## config.mk

```make
export PLATFORM = sky130hd
export DESIGN_NAME = neuron_mac_ctrl
export DESIGN_NICKNAME = d
export VERILOG_FILES = /design/src/rtl/ann_pkg.sv /design/src/rtl/ann_sat_shift.sv /design/src/rtl/neuron_mac_ctrl.sv
export SDC_FILE = /design/constraint.sdc
export NUM_CORES = 1
export LEC_CHECK = 0
export CAP_MARGIN = 10
export CORE_UTILIZATION = 55
export DETAILED_ROUTE_END_ITERATION = 16
export PLACE_DENSITY = 0.75
export SYNTH_ARGS = -nofsm -noshare
export SYNTH_HDL_FRONTEND = slang
export SYNTH_SLANG_ARGS = --single-unit
```

## constraint.sdc

```tcl
create_clock -name CLK -period 9 [get_ports CLK]
set_clock_uncertainty 0.2 [all_clocks]
set_input_delay 0.9 -clock CLK [delete_from_list [all_inputs] [get_ports CLK]]
set_output_delay 0.9 -clock CLK [all_outputs]
set_load 0.1 [all_outputs]
```

## src/rtl/ann_pkg.sv

```systemverilog
// Shared constants and state encoding for the ANN neuron blocks.
package ann_pkg;
  localparam int N_IN  = 28;
  localparam int AW    = 5;
  localparam int DW    = 16;
  localparam int FRAC  = 8;
  localparam int ACC_W = 2 * DW + AW;

  typedef enum logic [1:0] {IDLE, RUN, DRAIN, DONE} state_t;
endpackage

```

## src/rtl/ann_sat_shift.sv

```systemverilog
// Converts a wide Q-format accumulator to a DW-bit result:
// arithmetic shift right by FRAC, then clamp to the signed DW range.
module ann_sat_shift #(
  parameter int ACC_W = ann_pkg::ACC_W,
  parameter int DW    = ann_pkg::DW,
  parameter int FRAC  = ann_pkg::FRAC
) (
  input  logic signed [ACC_W-1:0] acc_i,
  output logic signed [DW-1:0]    y_o
);
  localparam logic signed [ACC_W-1:0] Y_MAX = {{(ACC_W-DW+1){1'b0}}, {(DW-1){1'b1}}};
  localparam logic signed [ACC_W-1:0] Y_MIN = ~Y_MAX;

  logic signed [ACC_W-1:0] shifted;

  always_comb begin
    shifted = acc_i >>> FRAC;
    if (shifted > Y_MAX)      y_o = Y_MAX[DW-1:0];
    else if (shifted < Y_MIN) y_o = Y_MIN[DW-1:0];
    else                      y_o = shifted[DW-1:0];
  end
endmodule

```

## src/rtl/neuron_mac_ctrl.sv

```systemverilog
// Single-neuron dot-product controller: loads weights into an external BRAM,
// streams activations against them with a 1 MAC/cycle pipeline, returns a saturated result.
module neuron_mac_ctrl #(
  parameter int N_IN = ann_pkg::N_IN,
  parameter int AW   = ann_pkg::AW,
  parameter int DW   = ann_pkg::DW,
  parameter int FRAC = ann_pkg::FRAC
) (
  input  logic          CLK,
  input  logic          RST_N,
  input  logic          start,
  output logic          busy,
  input  logic          x_valid,
  input  logic [DW-1:0] x_data,
  output logic          x_ready,
  input  logic          ld_valid,
  input  logic [AW-1:0] ld_addr,
  input  logic [DW-1:0] ld_data,
  output logic          ld_ready,
  output logic          ld_err,
  output logic [AW-1:0] bram_addr,
  output logic [DW-1:0] bram_di,
  output logic          bram_en,
  output logic          bram_we,
  input  logic [DW-1:0] bram_do,
  output logic          y_valid,
  output logic [DW-1:0] y_data,
  input  logic          y_ready
);
  import ann_pkg::*;

  localparam int ACC_W = 2 * DW + AW;
  localparam logic [AW-1:0] LAST_IDX = AW'(N_IN - 1);

  state_t                  state_q, state_d;
  logic [AW-1:0]           idx_q, idx_d;
  logic signed [2*DW-1:0]  prod_q, prod_d;
  logic                    pvalid_q, pvalid_d;
  logic signed [ACC_W-1:0] acc_q, acc_d;
  logic                    alive_q;
  logic                    busy_q, x_ready_q, y_valid_q;
  logic signed [2*DW-1:0]  x_ext, w_ext;
  logic signed [DW-1:0]    sat_y;

  ann_sat_shift #(.ACC_W(ACC_W), .DW(DW), .FRAC(FRAC)) u_sat (
    .acc_i (acc_q),
    .y_o   (sat_y)
  );

  always_comb begin
    state_d   = state_q;
    idx_d     = idx_q;
    prod_d    = prod_q;
    pvalid_d  = 1'b0;
    acc_d     = acc_q;
    ld_ready  = 1'b0;
    ld_err    = 1'b0;
    bram_en   = 1'b0;
    bram_we   = 1'b0;
    bram_addr = '0;
    bram_di   = '0;
    x_ext     = {{DW{x_data[DW-1]}}, x_data};
    w_ext     = {{DW{bram_do[DW-1]}}, bram_do};

    // Second pipeline stage: fold the product captured on the previous beat.
    if (pvalid_q) acc_d = acc_q + $signed({{(ACC_W-2*DW){prod_q[2*DW-1]}}, prod_q});

    case (state_q)
      IDLE: begin
        // alive_q holds everything quiet for the first cycle out of reset.
        if (alive_q) begin
          if (start) begin
            state_d = RUN;
            idx_d   = '0;
            acc_d   = '0;
            prod_d  = '0;
          end else begin
            ld_ready = 1'b1;
            if (ld_valid) begin
              if (ld_addr <= LAST_IDX) begin
                bram_en   = 1'b1;
                bram_we   = 1'b1;
                bram_addr = ld_addr;
                bram_di   = ld_data;
              end else begin
                ld_err = 1'b1;
              end
            end
          end
        end
      end
      RUN: begin
        bram_addr = idx_q;
        bram_en   = x_valid;
        if (x_valid) begin
          prod_d   = x_ext * w_ext;
          pvalid_d = 1'b1;
          idx_d    = idx_q + AW'(1);
          if (idx_q == LAST_IDX) state_d = DRAIN;
        end
      end
      DRAIN: state_d = DONE;
      DONE:  if (y_ready) state_d = IDLE;
      default: state_d = IDLE;
    endcase

    busy    = busy_q;
    x_ready = x_ready_q;
    y_valid = y_valid_q;
    y_data  = y_valid_q ? sat_y : '0;
  end

  always_ff @(posedge CLK) begin
    if (!RST_N) begin
      state_q   <= IDLE;
      idx_q     <= '0;
      prod_q    <= '0;
      pvalid_q  <= 1'b0;
      acc_q     <= '0;
      alive_q   <= 1'b0;
      busy_q    <= 1'b0;
      x_ready_q <= 1'b0;
      y_valid_q <= 1'b0;
    end else begin
      state_q   <= state_d;
      idx_q     <= idx_d;
      prod_q    <= prod_d;
      pvalid_q  <= pvalid_d;
      acc_q     <= acc_d;
      alive_q   <= 1'b1;
      busy_q    <= (state_d != IDLE);
      x_ready_q <= (state_d == RUN);
      y_valid_q <= (state_d == DONE);
    end
  end
endmodule

```

# After elaboration in Yosys (flattened, before gate mapping)
# Index checks and enable logic that the tools add are counted.
# op_classes
mux,47
n_reduce_logical,5
n_lt_le_gt_ge,3
eq_ne,9
add_sub_neg,2
n_mul,1
# ops
cell,n
37-bit two-way mux,4
16-bit two-way mux,8
32-bit two-way mux,3
32-bit case mux with 2 select lines,1
37-bit by 32-bit adder with 37-bit output,1
5-bit two-way mux,7
16-bit by 16-bit multiplier with 32-bit output,1
"29-bit by 16-bit greater-than comparator with 1-bit output, second input constant",1
"29-bit by 16-bit < comparator with 1-bit output, second input constant",1
5-bit case mux with 2 select lines,2
1-bit two-way mux,15
2-bit two-way mux,5
2-bit case mux with 4 select lines,1
"2-bit == test, second input constant",3
"2-bit != test, second input constant",3
"5-bit by 1-bit adder with 5-bit output, second input constant",1
"5-bit == test, second input constant",1
"5-bit less-or-equal comparator, second input constant",1
"2-bit by 1-bit == test with 1-bit output, second input constant",2
4-bit AND reduction,1
2-bit nonzero test,2
2-bit logical NOT,1
1-bit case mux with 2 select lines,1
2-bit AND reduction,1
# word_totals
in_bits,59
output_inout_bits,44
ff_bits,81
wordCells,76

# Logic depth before layout (Yosys ltp)
# logic_depth
word_depth,6
mapped_depth,24
mapped_depth_nobuf,23

# Cells and area by module
# A second synthesis with hierarchy kept.
# unflattened
cells_unflattened,1693
area_unflattened_um2,14926.8
# modules_own_cells
module,n_inst,cells_each,seq_area_each_um2,area_each_um2
neuron_mac_ctrl,1,1665,1621.6,14709.1
ann_sat_shift,1,28,0.0,217.7

# Least setup slack after synthesis
# Ideal clock, no wire load.
# synth_timing
path_kind,input to register
startpoint,input x_data[15]
endpoint,register prod_q[31]
required_ps,8682
setup_ps,118
slack_ps,2381
cell_stages,21
path_buffers,1
arrival_ps,6301
cell_sequence,clkbuf_1 > nand2_1 > inv_1 > fa_1 > fa_1 > fa_1 > fa_1 > fa_1 > inv_1 > fa_1 > inv_1 > ha_1 > nand3_1 > nand2_1 > a21oi_1 > nor2b_1 > a2111oi_2 > nor3_1 > a31oi_1 > xnor2_1 > o21ai_1
# synth_between
elab_chain_len,3
# synth_rtl
item,line,text
"start, declared",neuron_mac_ctrl.sv:14,"input logic [DW-1:0] x_data,"
16-bit by 16-bit multiplier with 32-bit output,neuron_mac_ctrl.sv:96,prod_d = x_ext * w_ext;
32-bit two-way mux,neuron_mac_ctrl.sv:95,if (x_valid) begin
32-bit case mux with 2 select lines,neuron_mac_ctrl.sv:68,case (state_q)
"end signal, assigned",neuron_mac_ctrl.sv:127,prod_q <= prod_d;
"end, declared",neuron_mac_ctrl.sv:37,"logic signed [2*DW-1:0] prod_q, prod_d;"
# Every way passes these cells. The select of a mux whose other input is x is not followed.
# A chain may end at the register's enable or synchronous reset.

# Final worst setup path
# layout_timing
startpoint,input bram_do[1]
endpoint,register prod_q[31]
# layout_between
elab_chain_len,3
# layout_rtl
item,line,text
"start, declared",neuron_mac_ctrl.sv:25,"input logic [DW-1:0] bram_do,"
16-bit by 16-bit multiplier with 32-bit output,neuron_mac_ctrl.sv:96,
32-bit two-way mux,neuron_mac_ctrl.sv:95,
32-bit case mux with 2 select lines,neuron_mac_ctrl.sv:68,
# Every way passes these cells. The select of a mux whose other input is x is not followed.

==> results.sh <==
export IMPL_placed_cells=2087
export IMPL_tightest_slew_ps=1120
export IMPL_synthXorXnorAreaFrac_pct=3.51
export IMPL_timing_rr_start="prod_q[0]"
export IMPL_wl_um=33300
export IMPL_h_tree_depth=3
export IMPL_cts_resized=0
export IMPL_place_hpwl_um=27500
export IMPL_fin_area_um2=16500
export IMPL_routed_wl_met3_um=1410
export IMPL_grt_overflow=0
export IMPL_tritoncts="yes"
export IMPL_yosysMostFrequentCell="inv_1"
export IMPL_num_antenna_cells=0
export IMPL_reg2reg_to="acc_q[36]"
export IMPL_finalNetCount=2198
export IMPL_drive_above_1_share_pct=2.95
export IMPL_first_iter_violations=664
export IMPL_worstSkewPairLatency_ps=340
export IMPL_yosysTopAreaCellShare_pct=35.2
export IMPL_boundaryPins=103
export IMPL_die_area_um2=27900
export IMPL_crit_top_cell="fa_1"
export IMPL_detail_route_first_pass_iterations=5
export IMPL_synth_warning_count=0
export IMPL_postCtsSetupRepairBufs=0
export IMPL_yosysSeqAreaShare_pct=10.8
export IMPL_grt_start_max_net_pins=45
export IMPL_wl_per_cell_um=15.8
export IMPL_antenna_found_initial=0
export IMPL_netlist_instances=1701
export IMPL_setup_viol=0
export IMPL_yosys_top_cells_area="fa_1 35%, dfxtp_1 11%, ha_1 9.9%"
export IMPL_instances_no_fill=2103
export IMPL_cts_sinks=81
export IMPL_synthArstFlopShare_pct=0
export IMPL_synth_flop_cell="dfxtp_1"
export IMPL_globalplace_congestion=0.918
export IMPL_synthMuxAreaShare_pct=1.48
export IMPL_slew_limit_headroom_pct=24.1
export IMPL_die_y_um=167
export IMPL_start_util_pct=55.9
export IMPL_ant_nets=0
export IMPL_end_kind="flop"
export IMPL_synth_area_um2=15000
export IMPL_slowest_stage="clkdlybuf4s50_1"
export IMPL_cts_path_max_buffers=2
export IMPL_synth_top_area_cell="fa_1"
export IMPL_crit_path_max_fanout=16
export IMPL_core_region_area_um2=26800
export IMPL_wl_met1_um=13700
export IMPL_n_fill_cell=2311
export IMPL_grtUsageTotal_pct=25.9
export IMPL_crit_buf_inv=2
export IMPL_synth_common_cells="315 x inv_1, 263 x fa_1, 160 x nand2_1"
export IMPL_crit_chain="clkdlybuf4s50_1, nand2_1, inv_1, fa_1, fa_1, fa_1, fa_1, fa_1, fa_1, ha_1, a21oi_1, nand2_1, a21oi_1, nor2b_1, a2111oi_2, nor3_1, a31oi_1, xnor2_1, o21ai_1"
export IMPL_num_rows=60
export IMPL_min_period_ps=7640
export IMPL_grt_pass1_wl_um=58600
export IMPL_cts_root_buf="clkbuf_16"
export IMPL_cp_top_family="adder cells"
export IMPL_rsz0062_at_grt="false"
export IMPL_holdBufCountCts=0
export IMPL_yosys_area_share_simple_pct=18.9
export IMPL_die_x_um=167
export IMPL_critPathLaunchType="primary input"
export IMPL_fmax_mhz=131
export IMPL_synth_distinct_cells=86
export IMPL_worstHoldStart="prod_q[5]"
export IMPL_finalCritPeriodShare_pct=84.8
export IMPL_cts_buffers=9
export IMPL_required_ps=9030
export IMPL_drc_errors=0
export IMPL_max_stage_delay_ps=940
export IMPL_syn_to_final_growth_pct=9.92
export IMPL_post_dp_cell_area_um2=16200
export IMPL_crit_type="primary input to flop"
export IMPL_io_buffers=102
export IMPL_outcome="complete, no violations"
export IMPL_synth_top_family_by_area="adder cells"
export IMPL_yosys_area_share_adder_pct=45.1
export IMPL_hold_class="flop to flop"
export IMPL_drt_vias_per_instance=5.52
export IMPL_setup_tns_ps=0
export IMPL_grt_pass1_vias=12400
export IMPL_r2r_cells=11
export IMPL_vias=11600
export IMPL_dr_wl_met2_um=17100
export IMPL_finalHoldViolations=0
export IMPL_reg2reg_slack_ps=5750
export IMPL_synth_seq_cells=81
export IMPL_syn_avg_cell_area_um2=8.80
export IMPL_whs_path_depth=2
export IMPL_synth_compound_area_share_pct=10.3
export IMPL_syn_num_nets=2142
export IMPL_maxUsedRoutingLayer="met4"
export IMPL_cp_arrival_ps=7660
export IMPL_hold_end="prod_q[5]"
export IMPL_path_clk_slew_ps=60
export IMPL_maxCapViolations=0
export IMPL_drv_slew=0
export IMPL_synth_edf_count=0
-- cells in the final DEF (no fill, tap or decap), types with 10 or more instances in the layout --
master           count
clkdlybuf4s50_1    102
and2_1             152
a211oi_1            10
nand3_1             41
nor2_1             107
inv_1              315
ha_1               119
fa_1               263
mux2i_1             21
nand2_1            160
o21ai_0             31
nand2b_1            16
a21oi_1             50
nor2b_1             18
a21o_1              27
nor3_1              12
nand4_1             15
xor2_1              17
xnor2_1             43
dfxtp_1             81
-- routing by layer --
metal | track usage (%) | vias to the layer above
met5 | 0 | -
met4 | 8.17 | 0
met3 | 3.02 | 70
met2 | 47.4 | 311
met1 | 31.8 | 5773
li1 | - | 5465
-- layout make-up --
type | count | area (um^2) | share of cell area [%]
Sequential cell | 81 | 1620 | 9.85
Clock inverter | 4 | 28.8 | 0.175
Clock buffer | 12 | 246 | 1.50
Timing Repair Buffer | 108 | 1070 | 6.48
Tap cell | 341 | 427 | 2.59
Inverter | 315 | 1180 | 7.19
Multi-Input combinational cell | 1242 | 11900 | 72.2
-- registers in the layout (all words and copies together) (netlist names) --
signal	cells
idx_q	5
x_ready	1
alive_q	1
busy	1
prod_q	32
pvalid_q	1
y_valid	1
state_q	2
acc_q	37
-- logic make-up after synthesis --
| kind of cell | count (synthesis) |
|---|---|
| buf+inv | 378 |
| mux | 22 |
| flops | 81 |
| fa+ha+maj | 382 |
| compound gates | 216 |
| simple gates | 562 |
| xor+xnor | 60 |
-- worst min-delay path, stage by stage (launching register included) --
cell and delay, ps:
dfxtp_1 330, nand2_1 50, a21boi_0 60
-- how the worst max path moves through the flow --
stage	startpoint	endpoint	slack [ps]	cells past startpoint
4_1_cts	bram_do[1]	prod_q[31]	1390	19
2_1_floorplan	x_data[15]	prod_q[31]	2380	21
6_report	bram_do[1]	prod_q[31]	1360	19
3_3_place_gp	bram_do[1]	prod_q[31]	1270	19
5_1_grt	bram_do[1]	prod_q[31]	930	19
3_5_place_dp	bram_do[1]	prod_q[31]	1060	19
-- through the flow --
| step | setup WS, ps | utilization [%] | hold slack, ps |
|---|---|---|---|
| 6_report | 1360 | 61.4 | 287 |
| 5_1_grt | 928 | 61.4 | 308 |
| 4_1_cts | 1390 | 61.4 | 293 |
| 3_5_place_dp | 1060 | 60.4 | 286 |
| 3_3_place_gp | 1270 | 60.4 | 268 |
| 2_1_floorplan | 2380 | - | 245 |
Power is left out: the tool's default activity adds up to more than one toggle a clock period on the data nets, which glitch-free logic cannot reach.
